[config.mk]
export PLATFORM = sky130hd
export DESIGN_NAME = serial_scheduler_flat
export DESIGN_NICKNAME = d
export VERILOG_FILES = /design/src/rtl/serial_pkg.sv /design/src/rtl/serial_scheduler_if.sv /design/src/rtl/serial_retry_timer.sv /design/src/rtl/serial_scheduler.sv /design/src/flat_wrapper.sv
export SDC_FILE = /design/constraint.sdc
export NUM_CORES = 1
export LEC_CHECK = 0
export CAP_MARGIN = 0
export CORE_MARGIN = 1
export CORE_UTILIZATION = 54
export DETAILED_ROUTE_END_ITERATION = 16
export GPL_TIMING_DRIVEN = 0
export HOLD_SLACK_MARGIN = 0.05
export PLACE_DENSITY = 0.8
export SLEW_MARGIN = 0
export SYNTH_ARGS = -nofsm -noshare
export SYNTH_HDL_FRONTEND = slang
export SYNTH_SLANG_ARGS = --single-unit
[constraint.sdc]
create_clock -name clk -period 2.44 [get_ports clk]
set_clock_uncertainty 0.2 [all_clocks]
set_input_delay 0.366 -clock clk [delete_from_list [all_inputs] [get_ports clk]]
set_output_delay 0.366 -clock clk [all_outputs]
set_load 0.01 [all_outputs]
[src/rtl/serial_pkg.sv]
// Shared definitions for the serial scheduler, master/slave models and benches.
// Contents: scheduler FSM state encoding, last_status result codes, and a
// counter-width helper used to size the retry/backoff/timeout counters.
package serial_pkg;

  typedef enum logic [2:0] {
    S_IDLE,
    S_ISSUE,
    S_SELECT,
    S_WAIT,
    S_BACKOFF,
    S_NEXT,
    S_FINISH
  } state_t;

  typedef enum logic [2:0] {
    ST_NONE      = 3'd0,
    ST_OK        = 3'd1,
    ST_FAIL      = 3'd2,
    ST_CHECKERR  = 3'd3,
    ST_NOANSWER  = 3'd4,
    ST_TIMEOUT   = 3'd5
  } status_t;

  // Bits needed to hold 0..max_val (never less than one bit).
  function automatic int unsigned cnt_width(input int unsigned max_val);
    return (max_val < 1) ? 1 : $clog2(max_val + 1);
  endfunction

endpackage

[src/rtl/serial_scheduler_if.sv]
// Handshake bundle between the scheduler and the serial master / slave select.
// master modport: scheduler side (drives mem_addr, MCS, SCS; receives ready
//                 and the one-cycle result pulses ok/fail/checkerr/noAnswer).
// slave modport : responder side (the serial master and its result pulses).
interface serial_scheduler_if #(
  parameter int ADDR_W = 4
);
  logic [ADDR_W-1:0] mem_addr;
  logic              MCS;
  logic              SCS;
  logic              ready;
  logic              ok;
  logic              fail;
  logic              checkerr;
  logic              noAnswer;

  modport master (
    output mem_addr, MCS, SCS,
    input  ready, ok, fail, checkerr, noAnswer
  );

  modport slave (
    input  mem_addr, MCS, SCS,
    output ready, ok, fail, checkerr, noAnswer
  );
endinterface

[src/rtl/serial_retry_timer.sv]
// Retry, backoff and timeout counting for the serial scheduler.
// Ports:
//   clk, reset    : clock, asynchronous active-high reset
//   wait_en       : scheduler is in WAIT; counts WAIT cycles
//   backoff_en    : scheduler is in BACKOFF; counts idle cycles
//   retry_clr     : clear retry counter (batch start, ok, word dropped)
//   retry_inc     : count one more retry for the current word
//   timeout       : current WAIT cycle is the TIMEOUT-th one
//   backoff_done  : current BACKOFF cycle is the BACKOFF-th one
//   retry_left    : retries used so far are below MAX_RETRY
module serial_retry_timer
  import serial_pkg::*;
#(
  parameter int MAX_RETRY = 3,
  parameter int BACKOFF   = 8,
  parameter int TIMEOUT   = 1023
) (
  input  logic clk,
  input  logic reset,
  input  logic wait_en,
  input  logic backoff_en,
  input  logic retry_clr,
  input  logic retry_inc,
  output logic timeout,
  output logic backoff_done,
  output logic retry_left
);

  localparam int unsigned RW = cnt_width(MAX_RETRY);
  localparam int unsigned BW = cnt_width(BACKOFF);
  localparam int unsigned TW = cnt_width(TIMEOUT);

  logic [RW-1:0] retry_cnt;
  logic [BW-1:0] backoff_cnt;
  logic [TW-1:0] wait_cnt;

  // Cycle counters restart from zero whenever their state is left, so each
  // WAIT / BACKOFF visit is measured from its own first cycle.
  always_ff @(posedge clk or posedge reset) begin
    if (reset) begin
      retry_cnt   <= '0;
      backoff_cnt <= '0;
      wait_cnt    <= '0;
    end else begin
      wait_cnt    <= wait_en    ? wait_cnt + TW'(1)    : '0;
      backoff_cnt <= backoff_en ? backoff_cnt + BW'(1) : '0;
      if (retry_clr)
        retry_cnt <= '0;
      else if (retry_inc)
        retry_cnt <= retry_cnt + RW'(1);
    end
  end

  assign timeout      = wait_en && (wait_cnt == TW'(TIMEOUT - 1));
  assign backoff_done = backoff_en && (backoff_cnt == BW'(BACKOFF - 1));
  assign retry_left   = (retry_cnt < RW'(MAX_RETRY));

endmodule

[src/rtl/serial_scheduler.sv]
// Batch transfer scheduler: walks memory words first_addr..last_addr (wrapping
// modulo 2^ADDR_W), drives the serial master and slave selects for each word,
// retries failed words after a backoff and abandons them after MAX_RETRY.
// Ports:
//   clk, reset            : clock, asynchronous active-high reset
//   start                 : level, sampled only in IDLE (with bus.ready)
//   first_addr, last_addr : inclusive batch bounds
//   bus (master)          : mem_addr/MCS/SCS out, ready + result pulses in
//   busy                  : high outside IDLE
//   done                  : one-cycle pulse at batch end
//   sent_cnt, drop_cnt    : words acknowledged ok / abandoned
//   last_status           : 0 none, 1 ok, 2 fail, 3 checkerr, 4 noAnswer, 5 timeout
module serial_scheduler
  import serial_pkg::*;
#(
  parameter int ADDR_W    = 4,
  parameter int MAX_RETRY = 3,
  parameter int BACKOFF   = 8,
  parameter int TIMEOUT   = 1023
) (
  input  logic                clk,
  input  logic                reset,
  input  logic                start,
  input  logic [ADDR_W-1:0]   first_addr,
  input  logic [ADDR_W-1:0]   last_addr,
  serial_scheduler_if.master  bus,
  output logic                busy,
  output logic                done,
  output logic [ADDR_W:0]     sent_cnt,
  output logic [ADDR_W:0]     drop_cnt,
  output logic [2:0]          last_status
);

  localparam int unsigned CW = ADDR_W + 1;

  state_t            state;
  logic [ADDR_W-1:0] mem_addr;
  logic [ADDR_W-1:0] end_addr;
  logic              mcs;
  logic              scs;
  logic              launch;
  logic              result_hit;
  status_t           result_code;
  logic              timeout;
  logic              backoff_done;
  logic              retry_left;
  logic              retry_clr;
  logic              retry_inc;

  assign bus.mem_addr = mem_addr;
  assign bus.MCS      = mcs;
  assign bus.SCS      = scs;

  assign launch = (state == S_IDLE) && start && bus.ready;

  // Result decode, only meaningful in WAIT. Priority ok > checkerr > fail >
  // noAnswer; a real pulse on the last WAIT cycle wins over the timeout.
  always_comb begin
    result_hit  = 1'b0;
    result_code = ST_NONE;
    if (state == S_WAIT) begin
      result_hit = 1'b1;
      if (bus.ok)            result_code = ST_OK;
      else if (bus.checkerr) result_code = ST_CHECKERR;
      else if (bus.fail)     result_code = ST_FAIL;
      else if (bus.noAnswer) result_code = ST_NOANSWER;
      else if (timeout)      result_code = ST_TIMEOUT;
      else                   result_hit  = 1'b0;
    end
  end

  assign retry_clr = launch || (result_hit && ((result_code == ST_OK) || !retry_left));
  assign retry_inc = result_hit && (result_code != ST_OK) && retry_left;

  serial_retry_timer #(
    .MAX_RETRY (MAX_RETRY),
    .BACKOFF   (BACKOFF),
    .TIMEOUT   (TIMEOUT)
  ) u_timer (
    .clk          (clk),
    .reset        (reset),
    .wait_en      (state == S_WAIT),
    .backoff_en   (state == S_BACKOFF),
    .retry_clr    (retry_clr),
    .retry_inc    (retry_inc),
    .timeout      (timeout),
    .backoff_done (backoff_done),
    .retry_left   (retry_left)
  );

  // Selects are registered and set on the transition into ISSUE/SELECT, so
  // MCS leads SCS by exactly one cycle and both drop the cycle after a result.
  always_ff @(posedge clk or posedge reset) begin
    if (reset) begin
      state       <= S_IDLE;
      mem_addr    <= '0;
      end_addr    <= '0;
      mcs         <= 1'b0;
      scs         <= 1'b0;
      busy        <= 1'b0;
      done        <= 1'b0;
      sent_cnt    <= '0;
      drop_cnt    <= '0;
      last_status <= '0;
    end else begin
      done <= 1'b0;
      unique case (state)
        S_IDLE: begin
          if (launch) begin
            mem_addr    <= first_addr;
            // Batch end is captured here so it cannot move mid-batch.
            end_addr    <= last_addr;
            sent_cnt    <= '0;
            drop_cnt    <= '0;
            last_status <= ST_NONE;
            busy        <= 1'b1;
            mcs         <= 1'b1;
            state       <= S_ISSUE;
          end
        end
        S_ISSUE: begin
          scs   <= 1'b1;
          state <= S_SELECT;
        end
        S_SELECT: state <= S_WAIT;
        S_WAIT: begin
          if (result_hit) begin
            mcs         <= 1'b0;
            scs         <= 1'b0;
            last_status <= result_code;
            if (result_code == ST_OK) begin
              sent_cnt <= sent_cnt + CW'(1);
              state    <= S_NEXT;
            end else if (retry_left) begin
              state <= S_BACKOFF;
            end else begin
              drop_cnt <= drop_cnt + CW'(1);
              state    <= S_NEXT;
            end
          end
        end
        S_BACKOFF: begin
          if (backoff_done) begin
            mcs   <= 1'b1;
            state <= S_ISSUE;
          end
        end
        S_NEXT: begin
          if (mem_addr == end_addr) begin
            done  <= 1'b1;
            state <= S_FINISH;
          end else begin
            mem_addr <= mem_addr + ADDR_W'(1);
            mcs      <= 1'b1;
            state    <= S_ISSUE;
          end
        end
        S_FINISH: begin
          busy  <= 1'b0;
          state <= S_IDLE;
        end
        default: state <= S_IDLE;
      endcase
    end
  end

endmodule

[src/flat_wrapper.sv]
// flat-port wrapper written by rule: the top's interface ports become plain ports
module serial_scheduler_flat import serial_pkg::*;
#(
  parameter int ADDR_W    = 4,
  parameter int MAX_RETRY = 3,
  parameter int BACKOFF   = 8,
  parameter int TIMEOUT   = 1023
)
  (clk, reset, start, first_addr, last_addr, busy, done, sent_cnt, drop_cnt, last_status, bus_mem_addr, bus_MCS, bus_SCS, bus_ready, bus_ok, bus_fail, bus_checkerr, bus_noAnswer);
  serial_scheduler_if #(.ADDR_W(ADDR_W)) bus_i ();
  input  logic clk;
  input  logic reset;
  input  logic start;
  input  logic [ADDR_W-1:0] first_addr;
  input  logic [ADDR_W-1:0] last_addr;
  output logic busy;
  output logic done;
  output logic [ADDR_W:0] sent_cnt;
  output logic [ADDR_W:0] drop_cnt;
  output logic [2:0] last_status;
  output wire logic [$bits(bus_i.mem_addr)-1:0] bus_mem_addr;
  output wire logic [$bits(bus_i.MCS)-1:0] bus_MCS;
  output wire logic [$bits(bus_i.SCS)-1:0] bus_SCS;
  input wire logic [$bits(bus_i.ready)-1:0] bus_ready;
  input wire logic [$bits(bus_i.ok)-1:0] bus_ok;
  input wire logic [$bits(bus_i.fail)-1:0] bus_fail;
  input wire logic [$bits(bus_i.checkerr)-1:0] bus_checkerr;
  input wire logic [$bits(bus_i.noAnswer)-1:0] bus_noAnswer;
  assign bus_mem_addr = bus_i.mem_addr;
  assign bus_MCS = bus_i.MCS;
  assign bus_SCS = bus_i.SCS;
  assign bus_i.ready = bus_ready;
  assign bus_i.ok = bus_ok;
  assign bus_i.fail = bus_fail;
  assign bus_i.checkerr = bus_checkerr;
  assign bus_i.noAnswer = bus_noAnswer;
  serial_scheduler #(.ADDR_W(ADDR_W), .MAX_RETRY(MAX_RETRY), .BACKOFF(BACKOFF), .TIMEOUT(TIMEOUT)) u_core (.clk(clk), .reset(reset), .start(start), .first_addr(first_addr), .last_addr(last_addr), .bus(bus_i), .busy(busy), .done(done), .sent_cnt(sent_cnt), .drop_cnt(drop_cnt), .last_status(last_status));
endmodule
==> reports/qor.csv, run 1 <==
metric,value,unit
status,"complete, no violations",
reg-to-reg startpoint,u_core.u_timer.wait_cnt[0],
Max-Cap Viols,0,
DIE AREA,4698,sq um
worst-path fanout max,8,
number of library cell types mapped by synthesis,51,
DR pass1 iterations,4,
Worst R2R Path Depth,6,
Slew HR,63.03,%
CP Data Required Time,2.43,ns
Crit Path Category,flop to flop,
FF-to-FF End,u_core.drop_cnt[1],
register area,1101,sq um
max-slew violation count,0,
Vias/cell,5.652,
largest net degree at the start of global routing,37,
ANT cells,0,
post-route worst setup slack,0.4573,ns
Syn Area/Cell,10.09,sq um
Total Wirelength,4735,microns
H-tree Lvls,2,
Root Buffer,clkbuf_8,
GPL Wtd Cong,0.7887,
Logic pwr share,43.1,%
Synth Area in XOR/XNOR,5.861,%
Die W,68.54,microns
Worst Hold Class,input port to asynchronous set/reset pin,
Final HPWL DP,3471,microns
core footprint,4115,sq um
Num CTS Buffers,5,
first-pass GRT wire length,7852,microns
crit path time final,1.983,ns
Adder-Cell Fraction of Synth Area,3.663,%
multiplexer area fraction after synthesis,2.093,%
register bit count reported by yosys,44,
# fillers,323,
net switching power,1.010,mW
largest cells by area after synthesis,"dfrtp_1 (46%), nand2_1 (4.9%), xor2_1 (4.0%)",
"worst slack, placed",0.2096,ns
Seq pwr share,40.8,%
largest family of logic cells by synthesized area,simple AND/OR/NAND/NOR gates,
synth cell count leaders,"dfrtp_1 (44), nand2_1 (31), nor2_1 (23)",
antenna-violating nets left,0,
First DRT Iteration DRCs,45,
Clock Tree Buf Depth,2,
worst skew pair latency,0.30,ns
initial core utilization,58.10,%
# hold bufs at CTS,0,
Internal,1.646,mW
drt drc,0,
Critical Path End Type,flop,
Synth top area share,46.05,%
CTS tree,done,
vias in the first global route,1761,
Fin. Hold Viols,0,
Clk pwr share,16.2,%
Area Growth Syn to Fin,21.35,%
top-count cell post-synth,dfrtp_1,
unrepaired setup endpoints after global routing,no,
Max VDD drop,0.4561,mV
"Seq/Total Area, Yosys",46.05,%
row cnt,23,
Worst setup SP type,flop,
layout cells sized above 1,9.643,%
Compound-Gate Fraction of Synth Area,16.33,%
Worst-Margin Slew,0.5527,ns
fraction of registers with async set or reset after synthesis,100.0,%
area occupied by multi-input gates,1200,sq um
average wire per standard cell,14.35,microns
Die Y,68.54,microns
Fmax,0.5044,GHz
number of synthesized flops with an enable pin,0,
post-layout net count,303,
sw frac,38.02,%
Mapped Area,2391,sq um
syn nets,260,
antenna violations before repair,0,
clk slew on worst S/H paths,0.08,ns
Pwr Density,915.5,nW/um^2
Ys Warns,0,
period utilization,81.26,%
post-CTS setup buffer count,0,
Vias,1865,
Leakage,1.234,nW
Port Buffers,35,
cells resized by post-CTS repair,0,
final setup TNS,0,ns
"Top FF cell, synth",dfrtp_1,
Total GRT Usage,22.67,%
FF-to-FF setup slack,0.46,ns
gr ovfl total,0,
"area leader, netlist",dfrtp_1,
Mapped Cells,237,
Final setup viols,0,
Critical Path AT,1.97,ns
I/O pin count,37,
Synth Area in Simple Gates,22.24,%
Num Clock Sinks,44,
-- cell type report --
| type | instances | share of cell area, % |
|---|---|---|
| plain buffers | 10 | 2.070 |
| clock buffers | 6 | 2.501 |
| clock inverters | 1 | 0.1725 |
| inverters | 8 | 1.035 |
| multi-input cells | 175 | 41.35 |
| flip-flops and latches | 44 | 37.95 |
| well taps | 50 | 2.156 |
| repair buffers | 36 | 12.76 |
-- registers in the layout (all words and copies together) (netlist names) --
register / flops
u_core.end_addr: 4
u_core.bus.MCS: 1
u_core.done: 1
u_core.sent_cnt: 5
u_core.bus.SCS: 1
u_core.u_timer.wait_cnt: 10
u_core.drop_cnt: 5
u_core.state: 3
u_core.bus.mem_addr: 4
u_core.busy: 1
u_core.u_timer.retry_cnt: 2
u_core.last_status: 3
u_core.u_timer.backoff_cnt: 4
-- metrics by stage --
stage	util, %	power [mW]	cell area, sq um	std cells	hold WS [ns]
5_1_grt	70.51	2.850	2902	330	0.1222
2_1_floorplan	-	1.826	2391	237	0.2313
3_5_place_dp	68.62	2.246	2824	323	0.2607
6_report	70.51	2.656	2902	330	0.08506
3_3_place_gp	68.14	2.210	2804	322	0.2541
4_1_cts	70.51	2.684	2902	330	0.08915
-- logic make-up after synthesis --
kind of cell    Yosys count
simple gates             99
compound gates           48
flops                    44
buf+inv                  18
xor+xnor                 16
fa+ha+maj                 7
mux                       5
-- worst max path at each step --
stage | start | end | slack [ns] | cells after the start
final | u_core.u_timer.wait_cnt[0] | u_core.drop_cnt[1] | 0.46 | 6
after global placement | reset | u_core.end_addr[3] | -0.08 | 2
after global routing | u_core.u_timer.wait_cnt[0] | u_core.drop_cnt[1] | 0.35 | 6
after CTS | u_core.u_timer.wait_cnt[0] | u_core.drop_cnt[1] | 0.46 | 6
after floorplan | u_core.u_timer.wait_cnt[0] | u_core.drop_cnt[1] | 0.65 | 6
after detailed placement | bus_ready | u_core.bus.mem_addr[3] | 0.21 | 7
-- worst max-delay path, stage by stage, from the launching register on --
cell and delay, ns:
dfrtp_1 0.40, inv_1 0.06, ha_1 0.18, and4_1 0.25, a31oi_4 0.31, nand2_1 0.18, a32o_1 0.30
-- routing by layer --
| metal | vias up | GRT usage (%) | wire, microns |
|---|---|---|---|
| met5 | - | 0 | 0 |
| met2 | 31 | 37.87 | 2276 |
| met1 | 895 | 28.86 | 2243 |
| li1 | 933 | - | - |
| met4 | 0 | 7.552 | 47 |
| met3 | 6 | 5.099 | 167 |
-- power groups by stage --
stage,sequential [mW],combinational [mW],clock [mW]
6_report,1.08,1.14,0.429
5_1_grt,1.11,1.27,0.464
3_5_place_dp,1.10,1.15,0
3_3_place_gp,1.09,1.12,0
4_1_cts,1.08,1.15,0.447
2_1_floorplan,1.11,0.714,0
-- cells in the final DEF, fill, tap and decap left out, types with 2 or more instances in the layout --
master | synthesis | layout
and4_1 | 3 | 3
or3_1 | 2 | 2
buf_4 | 2 | 2
nand2b_1 | 7 | 7
o22ai_1 | 3 | 3
buf_2 | 6 | 6
and3_1 | 3 | 3
o21ai_0 | 5 | 5
dfrtp_1 | 44 | 44
xor2_1 | 11 | 11
nand3_1 | 13 | 13
a31o_2 | 2 | 2
mux2i_1 | 5 | 5
o2111ai_1 | 2 | 2
nand3b_1 | 4 | 4
clkbuf_8 | 0 | 5
a22oi_1 | 2 | 2
clkdlybuf4s50_1 | 0 | 35
o211ai_1 | 6 | 6
nand4_1 | 2 | 2
inv_1 | 8 | 7
nor2_1 | 23 | 23
a21oi_1 | 9 | 9
a211oi_1 | 5 | 5
ha_1 | 7 | 7
nand2_1 | 31 | 31
and3b_1 | 2 | 2
xnor2_1 | 5 | 5
No activity file was read; power rests on OpenSTA's default activity.
==> inputs of run 2 (changes only) <==
--- a/config.mk
+++ b/config.mk
@@ -7,11 +7,11 @@
 export LEC_CHECK = 0
 export CAP_MARGIN = 0
 export CORE_MARGIN = 1
-export CORE_UTILIZATION = 54
+export CORE_UTILIZATION = 48
 export DETAILED_ROUTE_END_ITERATION = 16
 export GPL_TIMING_DRIVEN = 0
 export HOLD_SLACK_MARGIN = 0.05
-export PLACE_DENSITY = 0.8
+export PLACE_DENSITY = 0.75
 export SLEW_MARGIN = 0
 export SYNTH_ARGS = -nofsm -noshare
 export SYNTH_HDL_FRONTEND = slang
==> constraint.sdc (replaced) <==
create_clock -name clk -period 1.65 [get_ports clk]
set_clock_uncertainty 0.2 [all_clocks]
set_input_delay 0.2475 -clock clk [delete_from_list [all_inputs] [get_ports clk]]
set_output_delay 0.2475 -clock clk [all_outputs]
set_load 0.01 [all_outputs]
==> run 2 against run 1 <==
  * The flow now finishes with violations (setup timing)
  * Die area grew 12%
  * Clock power grew 51%
  * Maximum frequency grew 8.5%
  * Final area grew 16%
  * Combinational power grew 100%
  * Via count grew 12%
  * Sequential power grew 49%
  * Power grew 71%
  * Cell count grew 14%
  * Setup slack lost 0.63 ns
  * Register-to-register slack lost 0.63 ns
  * Wire length grew 23%
==> reports/qor.csv, run 2 (synthesis results as in run 1) <==
metric,value,unit
status,"finished, violations left",
failing checks,setup timing,
Internal,2.744,mW
Clk pwr share,14.3,%
Slew HR,66.83,%
First DRT Iteration DRCs,100,
antenna-violating nets left,0,
register area,1104,sq um
Max-Cap Viols,0,
number of flip-flops under the largest register name,10,
DR pass1 iterations,4,
"Design Area, Final",3376,sq um
Crit-path slowest cell,a31oi_4,
Area Growth Syn to Fin,41.18,%
CTS tree,done,
Critical Path End Type,flop,
hold slack,0.09970,ns
area occupied by multi-input gates,1370,sq um
Final HPWL DP,3562,microns
Crit Path Category,flop to flop,
Port Buffers,35,
Die Y,72.58,microns
max-slew violation count,0,
Num Clock Sinks,44,
layout cells sized above 1,29.13,%
antenna violations before repair,0,
I/O pin count,37,
unrepaired setup endpoints after global routing,yes,
GPL Wtd Cong,0.7983,
most frequent cells in the layout,"dfrtp_1 (42), nand2_1 (28), buf_4 (25)",
crit path time final,1.828,ns
gr ovfl total,0,
Seq pwr share,35.4,%
"CP delay by family, top",compound AO/OA/AOI/OAI gates,
average wire per standard cell,15.43,microns
# hold bufs at CTS,0,
Total Wirelength,5803,microns
sw frac,39.57,%
drt drc,0,
Worst Hold Class,input port to asynchronous set/reset pin,
# fillers,349,
Final setup viols,20,
placed cell areas,2903,sq um
vias in the first global route,1968,
Num CTS Buffers,5,
reg-to-reg startpoint,u_core.u_timer.wait_cnt[0],
Fmax,0.5471,GHz
Power Total,4.541,mW
largest net degree at the start of global routing,25,
DIE AREA,5268,sq um
"commonest non-fill, non-tap cell in the layout",dfrtp_1,
row cnt,25,
Die W,72.58,microns
Clock Tree Buf Depth,2,
worst stage delay on the critical path,0.37,ns
Max VDD drop,0.7825,mV
post-route worst setup slack,-0.1777,ns
Vias/cell,5.553,
FF-to-FF setup slack,-0.18,ns
Leakage,1.576,nW
CP Data Required Time,1.64,ns
initial core utilization,50.29,%
Layout Utilization,71.00,%
largest registers,"u_core.u_timer.wait_cnt: 10 flops, u_core.drop_cnt: 5 flops, u_core.sent_cnt: 5 flops",
H-tree Lvls,2,
CP cell instances,inv_1 -> ha_2 -> and4_4 -> a31oi_4 -> nand2_4 -> a32o_1,
clk slew on worst S/H paths,0.08,ns
Worst R2R Path Depth,6,
Top reg by flops,u_core.u_timer.wait_cnt,
core footprint,4755,sq um
Pwr Density,1345,nW/um^2
net switching power,1.797,mW
worst skew pair latency,0.30,ns
FF-to-FF End,u_core.drop_cnt[1],
ANT cells,0,
worst-path fanout max,7,
first-pass GRT wire length,8887,microns
Worst setup SP type,flop,
Logic pwr share,50.4,%
Critical Path AT,1.81,ns
Vias,2088,
Root Buffer,clkbuf_8,
Total GRT Usage,21.86,%
post-layout net count,332,
Fin. Hold Viols,0,
period utilization,110.8,%
Worst-Margin Slew,0.4968,ns
CP Buf/Inv Count,1,
[run 2: changes by cell type in the layout (fill, tap and decap cells not counted), sizes merged]
cell,previous run,this run
clkdlybuf4s50,35,15
clkinv,1,0
buf,11,38
dlygate4sd2,0,13
or2,1,2
clkbuf,6,8
dlymetal6s2s,0,7
[run 2: layer usage]
layer  global-route usage, %  part of all wire [%]  up-vias
met5                       0                     0        -
met1                   28.79                    45     1027
met3                   5.801                   4.1       12
li1                        -                     -      989
met2                   35.72                    49       60
met4                   6.100                   1.8        0
[run 2: worst max-delay path by stage]
stage                                  end  slack, ns                        from  cells past startpoint
2_1_floorplan           u_core.drop_cnt[1]      -0.05  u_core.u_timer.wait_cnt[0]                      6
3_3_place_gp        u_core.bus.mem_addr[1]      -0.88                       reset                      2
3_5_place_dp            u_core.drop_cnt[1]      -0.49                    bus_fail                      4
4_1_cts        u_core.u_timer.retry_cnt[1]      -0.13  u_core.u_timer.wait_cnt[0]                      6
5_1_grt                 u_core.drop_cnt[1]      -0.22  u_core.u_timer.wait_cnt[0]                      6
6_report                u_core.drop_cnt[1]      -0.18  u_core.u_timer.wait_cnt[0]                      6
[run 2: timing repair]
action | CTS | global route
setup endpoints to repair | 53 | 36
gates resized for setup | 28 | 35
pin swaps | 10 | 18
cloned | 0 | 2
buffers inserted | 20 | 8
[run 2: stage by stage]
stage          setup TNS, ns  setup WS [ns]  instances
3_5_place_dp          -10.41        -0.4949        340
4_1_cts               -1.597        -0.1301        366
3_3_place_gp          -42.90        -0.8753        339
2_1_floorplan        -0.3192       -0.05280        237
5_1_grt               -3.099        -0.2240        376
6_report              -1.848        -0.1777        376
[run 2: layout make-up]
class,instances,area share [%]
plain buffers,9,2.224
clock buffers,7,2.261
inverters,8,0.8895
multi-input cells,176,40.59
flip-flops and latches,44,32.69
well taps,67,2.483
repair buffers,65,18.87
[run 2: power by group through the flow]
stage / Sequential (mW) / Combinational, mW / Clock, mW
after global routing: 1.64 / 2.48 / 0.696
after CTS: 1.57 / 1.99 / 0.656
after detailed placement: 1.65 / 1.73 / 0
after global placement: 1.64 / 1.69 / 0
final: 1.61 / 2.29 / 0.648
after floorplan: 1.67 / 1.09 / 0
